$ cat config.mk
export PLATFORM = sky130hd
export DESIGN_NAME = lcd_reader
export DESIGN_NICKNAME = d
export VERILOG_FILES = /design/src/rtl/lcd_reader.sv
export SDC_FILE = /design/constraint.sdc
export NUM_CORES = 1
export LEC_CHECK = 0
export CAP_MARGIN = 15
export CORE_MARGIN = 1.5
export CORE_UTILIZATION = 30
export DETAILED_ROUTE_END_ITERATION = 6
export GPL_TIMING_DRIVEN = 0
export PLACE_DENSITY_LB_ADDON = 0.25
export SYNTH_ARGS = -nofsm -noshare
export SYNTH_HDL_FRONTEND = slang
export SYNTH_SLANG_ARGS = --single-unit
$ cat constraint.sdc
create_clock -name clk -period 2.97 [get_ports clk]
set_input_delay 0.594 -clock clk [delete_from_list [all_inputs] [get_ports clk]]
set_output_delay 0.594 -clock clk [all_outputs]
set_load 0.1 [all_outputs]
$ cat src/rtl/lcd_reader.sv
// lcd_reader: HD44780 read-cycle custom instruction (status/data reads, optional busy-flag polling).
// Define LCD_READ_SYNC_EN to pass db_in through a 2-flop synchronizer (EN_HIGH stretched by 2 cycles).
module lcd_reader #(
  parameter int T_SETUP   = 2,
  parameter int T_EN_HIGH = 25,
  parameter int T_EN_LOW  = 25,
  parameter int POLL_MAX  = 1000
) (
  input  logic        clk,
  input  logic        reset_n,
  input  logic        clk_en,
  input  logic        start,
  input  logic [31:0] dataa,
  input  logic [31:0] datab,
  output logic [31:0] result,
  output logic        done,
  output logic        rs,
  output logic        rw,
  output logic        en,
  input  logic [7:0]  db_in,
  output logic        bus_req
);
  typedef enum logic [2:0] {IDLE, SETUP, EN_HIGH, EN_LOW, FINISH} state_t;
  state_t      state_q, state_d;
  logic [15:0] cnt_q, cnt_d, ncyc_q, ncyc_d;
  logic [7:0]  data_q, data_d, db_s;
  logic        poll_q, poll_d;
  logic [31:0] result_q, result_d;
  logic        done_q, done_d, rs_q, rs_d, rw_q, rw_d, en_q, en_d, bus_req_q, bus_req_d;
  logic        unused;
  assign unused = ^{dataa[31:2], datab};
`ifdef LCD_READ_SYNC_EN
  localparam int EH = T_EN_HIGH + 2;
  logic [7:0] sync1_q, sync2_q;
  // Free-running so the pad value is settled regardless of clk_en gaps.
  always_ff @(posedge clk or negedge reset_n)
    if (!reset_n) begin
      sync1_q <= '0;
      sync2_q <= '0;
    end else begin
      sync1_q <= db_in;
      sync2_q <= sync1_q;
    end
  assign db_s = sync2_q;
`else
  localparam int EH = T_EN_HIGH;
  assign db_s = db_in;
`endif
  always_comb begin
    state_d   = state_q;
    cnt_d     = cnt_q;
    ncyc_d    = ncyc_q;
    data_d    = data_q;
    poll_d    = poll_q;
    result_d  = result_q;
    done_d    = done_q;
    rs_d      = rs_q;
    rw_d      = rw_q;
    en_d      = en_q;
    bus_req_d = bus_req_q;
    case (state_q)
      IDLE: begin
        done_d = 1'b0;
        if (start) begin
          rs_d      = dataa[0];
          poll_d    = dataa[1] & ~dataa[0];
          rw_d      = 1'b1;
          bus_req_d = 1'b1;
          cnt_d     = '0;
          ncyc_d    = '0;
          state_d   = SETUP;
        end
      end
      SETUP: begin
        cnt_d = cnt_q + 16'd1;
        if (cnt_q == 16'(T_SETUP - 1)) begin
          cnt_d   = '0;
          en_d    = 1'b1;
          state_d = EN_HIGH;
        end
      end
      EN_HIGH: begin
        cnt_d = cnt_q + 16'd1;
        if (cnt_q == 16'(EH - 1)) begin
          cnt_d   = '0;
          data_d  = db_s;
          en_d    = 1'b0;
          ncyc_d  = ncyc_q + 16'd1;
          state_d = EN_LOW;
        end
      end
      EN_LOW: begin
        cnt_d = cnt_q + 16'd1;
        if (cnt_q == 16'(T_EN_LOW - 1)) begin
          cnt_d   = '0;
          state_d = (poll_q && data_q[7] && ncyc_q < 16'(POLL_MAX)) ? SETUP : FINISH;
        end
      end
      FINISH: begin
        result_d  = {ncyc_q, 7'b0, poll_q & data_q[7], data_q};
        done_d    = 1'b1;
        rw_d      = 1'b0;
        bus_req_d = 1'b0;
        state_d   = IDLE;
      end
      default: state_d = IDLE;
    endcase
  end
  always_ff @(posedge clk or negedge reset_n)
    if (!reset_n) begin
      state_q   <= IDLE;
      cnt_q     <= '0;
      ncyc_q    <= '0;
      data_q    <= '0;
      poll_q    <= 1'b0;
      result_q  <= '0;
      done_q    <= 1'b0;
      rs_q      <= 1'b0;
      rw_q      <= 1'b0;
      en_q      <= 1'b0;
      bus_req_q <= 1'b0;
    end else if (clk_en) begin
      state_q   <= state_d;
      cnt_q     <= cnt_d;
      ncyc_q    <= ncyc_d;
      data_q    <= data_d;
      poll_q    <= poll_d;
      result_q  <= result_d;
      done_q    <= done_d;
      rs_q      <= rs_d;
      rw_q      <= rw_d;
      en_q      <= en_d;
      bus_req_q <= bus_req_d;
    end
  assign result  = result_q;
  assign done    = done_q;
  assign rs      = rs_q;
  assign rw      = rw_q;
  assign en      = en_q;
  assign bus_req = bus_req_q;
endmodule

==> summary.md <==
| Metric | Value |
|---|---|
| Status | `finished, final reports clean` |
| CTS root buf | `clkbuf_16` |
| Post-detailed-route wirelength per cell | `13.7 um` |
| Drt first-iter violations | `129` |
| Synth top area cells | `dfrtp_1, nand2_1, nor2_1, nand3_1, mux2_2` |
| Async SR Flop Fraction | `100%` |
| Post-synthesis xor/xnor area fraction | `2.69%` |
| Leading area contributor after synthesis | `dfrtp_1` |
| Clock Latency Late Sink | `0.33 ns` |
| DR vias | `~2,900` |
| Post-Synth Adder-Cell Area | `1.40%` |
| Sequential fraction of the synthesis area | `50.9%` |
| Core Rows | `39` |
| Overall routing resource usage | `13.8%` |
| Area occupied by multi-input gates | `0.00158 mm^2` |
| Slowest cell on the critical path | `clkdlybuf4s50_1` |
| Syn avg cell area | `9.36 um^2` |
| LEAKAGE | `a little over 2 nW` |
| RSZ-0062 raised after global routing | `no` |
| Synth cell types | `51` |
| CP endpoint kind | `primary output` |
| # H-tree levels | `3` |
| Pwr Density | `743 mW/mm^2` |
| Post-Route Setup TNS | `0 ns` |
| DP HPWL | `5.87 mm` |
| IO buf count | `43` |
| CP max FO | `3` |
| # setup viols final | `0` |
| CP startpoint kind | `register` |
| # hold bufs at CTS | `0` |
| Dpl ws | `slightly above 0.3 ns` |
| Die footprint | `0.0126 mm^2` |
| Resize count post-CTS | `0` |
| Post-CTS Setup Bufs | `0` |
| First-pass GRT wire length | `13.9 mm` |
| Largest stage delay, worst path | `1.13 ns` |
| Gpl congestion | `0.816` |
| Placed cells | `576` |
| Most common cell after layout, fill and taps aside | `nand2_1` |
| Starting Density | `31.1%` |
| WP data arrival | `1.95 ns` |
| Final Hold Fails | `0` |
| Pins Over Slew Limit | `0` |
| Die width | `112 um` |
| Ys Warns | `0` |
| Post-synthesis simple-gate area fraction | `a little over a quarter` |
| R2R Path Start | `cnt_q[2]` |
| Compound-Gate Fraction of Synth Area | `between 10% and 20%` |
| Critical path class | `register to primary output` |
| Register area | `~0.0018 mm^2` |
| CTS Buffer Depth | `2` |
| Final nets | `524` |
| Clock slew at reported path FFs | `0.06 ns` |
| Tightest Pin Transition | `0.979 ns` |
| Slew headroom | `34.5%` |
| Netlist Area Pre-Place | `between 0.003 and 0.004 mm^2` |
| Antenna-violating nets left | `0` |
| CTS sink count | `73` |
| Cell Count, Final, Fillers Out | `591` |
| TritonCTS clock tree | `done` |
| R2r setup slk | `0.55 ns` |
| Area of the core | `0.0115 mm^2` |
| Post-Syn Instances | `~380` |
| Layout Skew | `0.00745 ns` |
| Largest net degree at the start of global routing | `46` |
| Peak supply drop | `between 0.0002 and 0.0003 V` |
| Fin worst setup slack | `0.426 ns` |
| Period minus WS final | `2.54 ns` |
| Worst Hold Class | `input port to asynchronous set/reset pin` |
| Die Y | `112 um` |
| Total CTS buffers | `9` |
| Max_cap viols | `0` |
| Area grow syn2layout | `27.5%` |
| RR Endpoint | `cnt_q[7]` |
| Max Fclk | `0.393 GHz` |
| Antenna cells | `0` |
| Area share of the leading cell type in the synthesized netlist | `around 51%` |
| Io pins | `113` |
| Mux cell area share after synthesis | `2.51%` |
| DRT Wirelength | `8.09 mm` |
| Main combinational cell family by area after synthesis | `simple AND/OR/NAND/NOR gates` |
| Worst reg2reg path depth | `6` |
| GRT overflow | `0` |
| Cell-by-cell listing of the critical path | `buf_4, clkdlybuf4s50_1` |
| Vias per Instance | `4.85` |
| Layout cells sized above 1 | `11.8%` |
| Predominant post-synthesis flop cell | `dfrtp_1` |
| Required @ worst endpoint | `2.38 ns` |
| Vias in the first global route | `2,798` |
| DR pass1 iterations | `6` |
| Commonest cells after routing, fill and taps aside | `nand2_1, dfrtp_1, clkdlybuf4s50_1` |
| Tcrit/Tclk final | `between 80% and 90%` |
| Fill cells | `around 1,200` |
| Initial antenna violation count | `0` |
| Drt drc | `0` |
| Post-synth EDFFs | `0` |
| Synth Register Bits | `73` |
-- per-stage QoR --
stage	total power [W]	hold WS, ns	area (um^2)	utilization, %
floorplan	0.00196	0.298	3610	-
CTS	0.00343	0.206	4570	39.7
global placement	0.00221	0.444	4220	36.6
detailed placement	0.00223	0.454	4240	36.8
global route	0.00358	0.217	4570	39.7
finish	0.00340	0.198	4570	39.7
-- cell type report --
cell class | instances | share of cell area [%]
tap | 143 | 3.91
multi-input combinational | 278 | 34.6
inverter | 13 | 1.07
timing repair buffer | 44 | 9.96
sequential | 73 | 40.0
buffer | 25 | 3.26
clock buffer | 11 | 5.53
clock inverter | 4 | 1.67
-- registers in the layout, summed over array words and instances, names as in the netlist --
register,flops
result,25
cnt_q,16
ncyc_q,16
data_q,8
state_q,3
done,1
en,1
poll_q,1
rs,1
rw,1
-- cells in the mapped netlist (all sizes together), types with 8 or more instances --
cell type,count
buf,13
nand3,20
inv,13
clkbuf,12
nand4,9
or4,8
nand2,93
mux2,8
nor3,9
dfrtp,73
o21ai,16
nor4,10
nor2,28
-- power breakdown --
part	switching (W)	internal (W)
registers	0.000101	0.00110
clock network	0.000409	0.000778
logic	0.000708	0.000307
-- per-layer routing --
metal  vias up  GRT usage (%)  part of all wire (%)
li1       1438              -                     -
met1      1380           18.1                    47
met2        38           22.6                    49
met3         9           3.40                   2.3
met4         0           4.22                   1.3
met5         -              0                     0
-- kinds of logic (layout without fill, tap and decap cells) --
logic type | after synthesis | in the layout
simple gates | 195 | 195
fa+ha+maj | 4 | 4
flops | 73 | 73
buf+inv | 38 | 97
xor+xnor | 11 | 11
other cells | 1 | 7
compound gates | 53 | 53
mux | 8 | 8
-- how the worst max path moves through the flow --
stage	endpoint	slack [ns]	from
after global routing	cnt_q[14]	0.29	cnt_q[0]
after CTS	rw	0.40	rw
after floorplan	ncyc_q[6]	0.77	cnt_q[12]
after global placement	en	-1.37	reset_n
final	rw	0.43	rw
after detailed placement	data_q[5]	0.30	clk_en
-- worst max-delay path, delay by kind of cell, from the launching register on --
kind	cells	cell delay, ns
buf+inv	2	1.25
flops	1	0.38
Note: power is estimated with default switching activity, not from simulation.
==> RTL change 1 (config.mk and constraints unchanged) <==
Add a define of `LCD_READ_SYNC_EN`.
--- a/src/rtl/lcd_reader.sv
+++ b/src/rtl/lcd_reader.sv
@@ -1,4 +1,6 @@
 // lcd_reader: HD44780 read-cycle custom instruction (status/data reads, optional busy-flag polling).
 // Define LCD_READ_SYNC_EN to pass db_in through a 2-flop synchronizer (EN_HIGH stretched by 2 cycles).
+`define LCD_READ_SYNC_EN
+
 module lcd_reader #(
   parameter int T_SETUP   = 2,
Behaviour: same outputs for any inputs over 10 cycles, from zero or initial values and one cycle with reset_n low; that may be too few to reach the edited logic, so the function may still have changed.
==> RTL change 1 against the original RTL <==
Global-route usage shrank 0.60 points. Maximum frequency shrank 1.4%. Routed wire length up 5.3%. Synthesized area is 12% higher. Die area is 12% higher. Sequential cell count increased by 16. Non-clock buffer count grew 1. Cell area up 9.6%. Critical path depth did not move. Sequential power rose by 13%. Worst setup slack got worse by 0.037 ns. Register-to-register slack better by 0.02 ns. Total power is 0.85% lower. Critical path type unchanged.
==> RTL change 1: results (changes against the original RTL) <==
[pwr]
sw_frac_of_total_pct = 36.28  ; +0.44 points
p_leak_nw = 2.259  ; +10%
max-vdd-ir-drop_mv = 0.5138  ; +85%

[logic_synthesis]
synthDistinctLibCells = 50  ; -2.0%
ys_top_cells_by_area = dfrtp_1 (55%), nand2_1 (7.9%), mux2_2 (3.1%)
yosysSeqAreaShare_pct = 55.42  ; +4.5 points
synthDominantCellAreaShare_pct = 55.42  ; +4.5 points

[routing]
m1WireLength_um = 4129  ; +7.7%
drtPass1Iterations = 4  ; -2
routedWlPerCell_um = 13.30  ; -2.9%
drtIter0Drc = 140  ; +8.5%
met2_wirelength_um = 3860  ; -2.6%
viasPerCell = 4.613  ; -4.8%
wl_met3_um = 324  ; +72%

[final_layout]
fillerInstances = 1340  ; +14%
fin_util_pct = 38.13  ; -1.6 points
drive_gt1_share_pct = 12.47  ; +0.64 points
nets = 541  ; +3.2%

[grt]
grt.total_usage_pct = 13.17  ; -0.60 points
grt_use_met2_pct = 20.39  ; -2.2 points
grtUsageMet1_pct = 17.69  ; -0.38 points
grt_use_met3_pct = 2.847  ; -0.55 points
grt_first_pass_wirelength_um = 14850  ; +7.0%
grt_pass1_vias = 3000  ; +7.2%
grt_max_degree = 56  ; +22%

[worst_setup_path]
crit_arrival_ns = 1.99  ; +0.04 ns
slowest_delay_ns = 1.11  ; -0.02 ns
r2r-start = cnt_q[6]

[sta]
clock_skew_ns = 0.01055  ; +0.003103 ns
tightest_slew_ns = 1.015  ; +0.03585 ns

[placement]
placed_cell_area_sq_um = 4717  ; +11%
dp_hpwl_um = 6085  ; +3.6%
place_congestion = 0.7926  ; -2.9%
place_inst = 625  ; +8.5%
dp_slack_ns = -0.1732  ; -0.4777 ns

[clock_network]
cts_buffers = 9  ; unchanged
clk_latency_ns = 0.35  ; +0.02 ns

[outcome]
status = finished, final reports clean

RTL change 1: changes by cell type after synthesis, sizes merged, moves of 5 or more:
cell and delta:
mux2 +5, nand2 -8, and3 +7, nor4 -6
a22o -6, xnor2 +7, dfrtp +16, xor2 -5
nor3 +7
RTL change 1: power groups by stage:
stage               clock [mW]  combinational (mW)  sequential (mW)
floorplan                    0               0.516             1.52
global placement             0               0.892             1.38
detailed placement           0               0.906             1.39
CTS                       1.14               0.909             1.36
global route              1.20               0.987             1.38
finish                    1.11               0.900             1.36
RTL change 1: worst reg2reg max path, cell delays in order (launching register included):
cell and delay [ns]:
dfrtp_1 0.43, or4_4 0.58, or3_1 0.39, buf_6 0.16
nor2_4 0.16, buf_4 0.21, mux2_2 0.35
RTL change 1: worst paths after layout:
path	to	slack [ns]
min in group clk	db_s[4]	0.34
max	rw	0.39
min reg2reg	db_s[4]	0.34
min	cnt_q[4]	0.19
max in group asynchronous	ncyc_q[5]	2.15
max reg2reg	data_q[4]	0.57
RTL change 1: layout make-up:
type                    count  share of cell area, %
inverters                  14                  1.049
repair buffers             44                  9.091
well taps                 176                  4.396
multi-input cells         276                  32.24
clock buffers               9                  4.496
plain buffers              26                  2.947
clock inverters             7                  1.324
flip-flops and latches     89                  44.46
RTL change 1: kinds of logic (layout without fill, tap and decap cells):
family | after synthesis | after routing | synth area share [%]
AOI/OAI and AO/OA | 46 | 46 | 7.659
xor gates and xnor gates | 13 | 13 | 2.833
adders and majority gates | 5 | 5 | 1.557
buffers and inverters | 40 | 100 | 4.950
DFF | 89 | 89 | 55.42
muxes | 14 | 14 | 3.892
other | 1 | 7 | 0.09331
and+or+nand+nor | 191 | 191 | 23.60
==> RTL change 2 (config.mk and constraints unchanged) <==
Without the edit above. Re-encode `state_t` (5 states) as Gray code, 3 bits wide.
--- a/src/rtl/lcd_reader.sv
+++ b/src/rtl/lcd_reader.sv
@@ -21,5 +21,5 @@
   output logic        bus_req
 );
-  typedef enum logic [2:0] {IDLE, SETUP, EN_HIGH, EN_LOW, FINISH} state_t;
+  typedef enum logic [2:0] {IDLE = 3'b000, SETUP = 3'b001, EN_HIGH = 3'b011, EN_LOW = 3'b010, FINISH = 3'b110} state_t;
   state_t      state_q, state_d;
   logic [15:0] cnt_q, cnt_d, ncyc_q, ncyc_d;
Formal check against the unedited RTL: no difference found for any inputs over 10 cycles, from zero or initial values and one cycle with reset_n low; not proved beyond that.
==> RTL change 2 against the original RTL <==
Non-clock buffer count decreased by 2. Die area increased by 0.51%. Maximum frequency about the same. Routed wire length increased by 1.3%. Sequential cell count unchanged. Clock skew increased by 0.00060 ns. First-iteration DRC count increased by 20%. Final cell count decreased by 4.9%. Synthesized area increased by 0.52%. Cell area decreased by 1.1%. Total power decreased by 13%. Worst setup slack improved by 0.0010 ns. Largest cell class unchanged.
==> RTL change 2: results (changes against the original RTL) <==
[worst_setup_path]
r2r-start = cnt_q[8]
r2r-end = cnt_q[11]
ff2ff_setup_slack_ns = 0.53  ; -0.02 ns

[final_layout]
finalNonFillerCells = 562  ; -4.9%
nets = 494  ; -5.7%

[routing]
drtPass1Iterations = 4  ; -2
vias = 2844  ; -0.73%
routedWlPerCell_um = 14.59  ; +6.5%

[placement]
place_congestion = 0.8101  ; -0.76%
dp_slack_ns = 0.06754  ; -0.2369 ns
placed_cell_area_sq_um = 4252  ; +0.21%
dp_hpwl_um = 5839  ; -0.59%
place_inst = 546  ; -5.2%

[grt]
grt_max_degree = 50  ; +8.7%
grt_pass1_vias = 2895  ; +3.5%
grt.total_usage_pct = 13.99  ; +0.21 points
grt_first_pass_wirelength_um = 14090  ; +1.5%

[pwr]
max-vdd-ir-drop_mv = 0.3003  ; +8.4%
sw_frac_of_total_pct = 36.21  ; +0.36 points
p_leak_nw = 2.037  ; -0.47%

[logic_synthesis]
synthCells = 354  ; -7.6%
ys_top_cells_by_area = dfrtp_1 (51%), mux2_2 (7.5%), nand2_1 (5.9%)
yosysSeqAreaShare_pct = 50.68  ; -0.27 points
synthDistinctLibCells = 52  ; +2.0%

[sta]
setup_ws_ns = 0.4268  ; +0.001007 ns
clock_skew_ns = 0.008051  ; +0.0006034 ns
hold_ws_ns = 0.1648  ; -0.03276 ns
tightest_slew_ns = 0.9932  ; +0.01400 ns

[outcome]
status = finished, final reports clean

## RTL change 2: cell count changes after synthesis, moves of 4 or more
cell     unedited run  this run
mux2i_1             0         4
nand2_1            93        57
nor4_1              8         4
o21ai_0            16        27
nand3_1            19        13
nor2_1             26        18
inv_1              13         5
xnor2_1             6         2
a21oi_1             6        10
mux2_2              8        24
## RTL change 2: metal layers
| metal | up-vias | wire [um] | part of all wire [%] | GRT usage (%) |
|---|---|---|---|---|
| met1 | 1416 | 3822 | 47 | 17.96 |
| met5 | - | 0 | 0 | 0 |
| met2 | 42 | 4002 | 49 | 22.68 |
| met4 | 0 | 106 | 1.3 | 5.148 |
| met3 | 10 | 268 | 3.3 | 3.726 |
| li1 | 1376 | - | - | - |
## RTL change 2: cell families (layout without fill, tap and decap cells)
kind of cell	count (synthesis)	count (layout)	share of synthesized area [%]
xor+xnor	5	5	1.215
mux	28	28	8.608
flops	73	73	50.68
buf+inv	29	88	4.859
simple gates	151	151	22.42
other cells	1	7	0.1040
fa+ha+maj	4	4	1.388
compound gates	63	63	10.73
## RTL change 2: power by group through the flow
stage / clock, mW / combinational (mW) / sequential [mW]
4_1_cts: 1.01 / 0.784 / 1.20
6_report: 0.977 / 0.779 / 1.20
3_3_place_gp: 0 / 0.770 / 1.21
3_5_place_dp: 0 / 0.783 / 1.21
5_1_grt: 1.05 / 0.844 / 1.22
2_1_floorplan: 0 / 0.421 / 1.36
## RTL change 2: cell type report
type	instances	area [sq um]
Clock inverter	7	45.04
Sequential cell	73	1827
Tap cell	143	178.9
Inverter	5	18.77
Timing Repair Buffer	43	445.4
Fill cell	1176	7043
Clock buffer	9	225.2
Buffer	24	156.4
Multi-Input combinational cell	258	1625
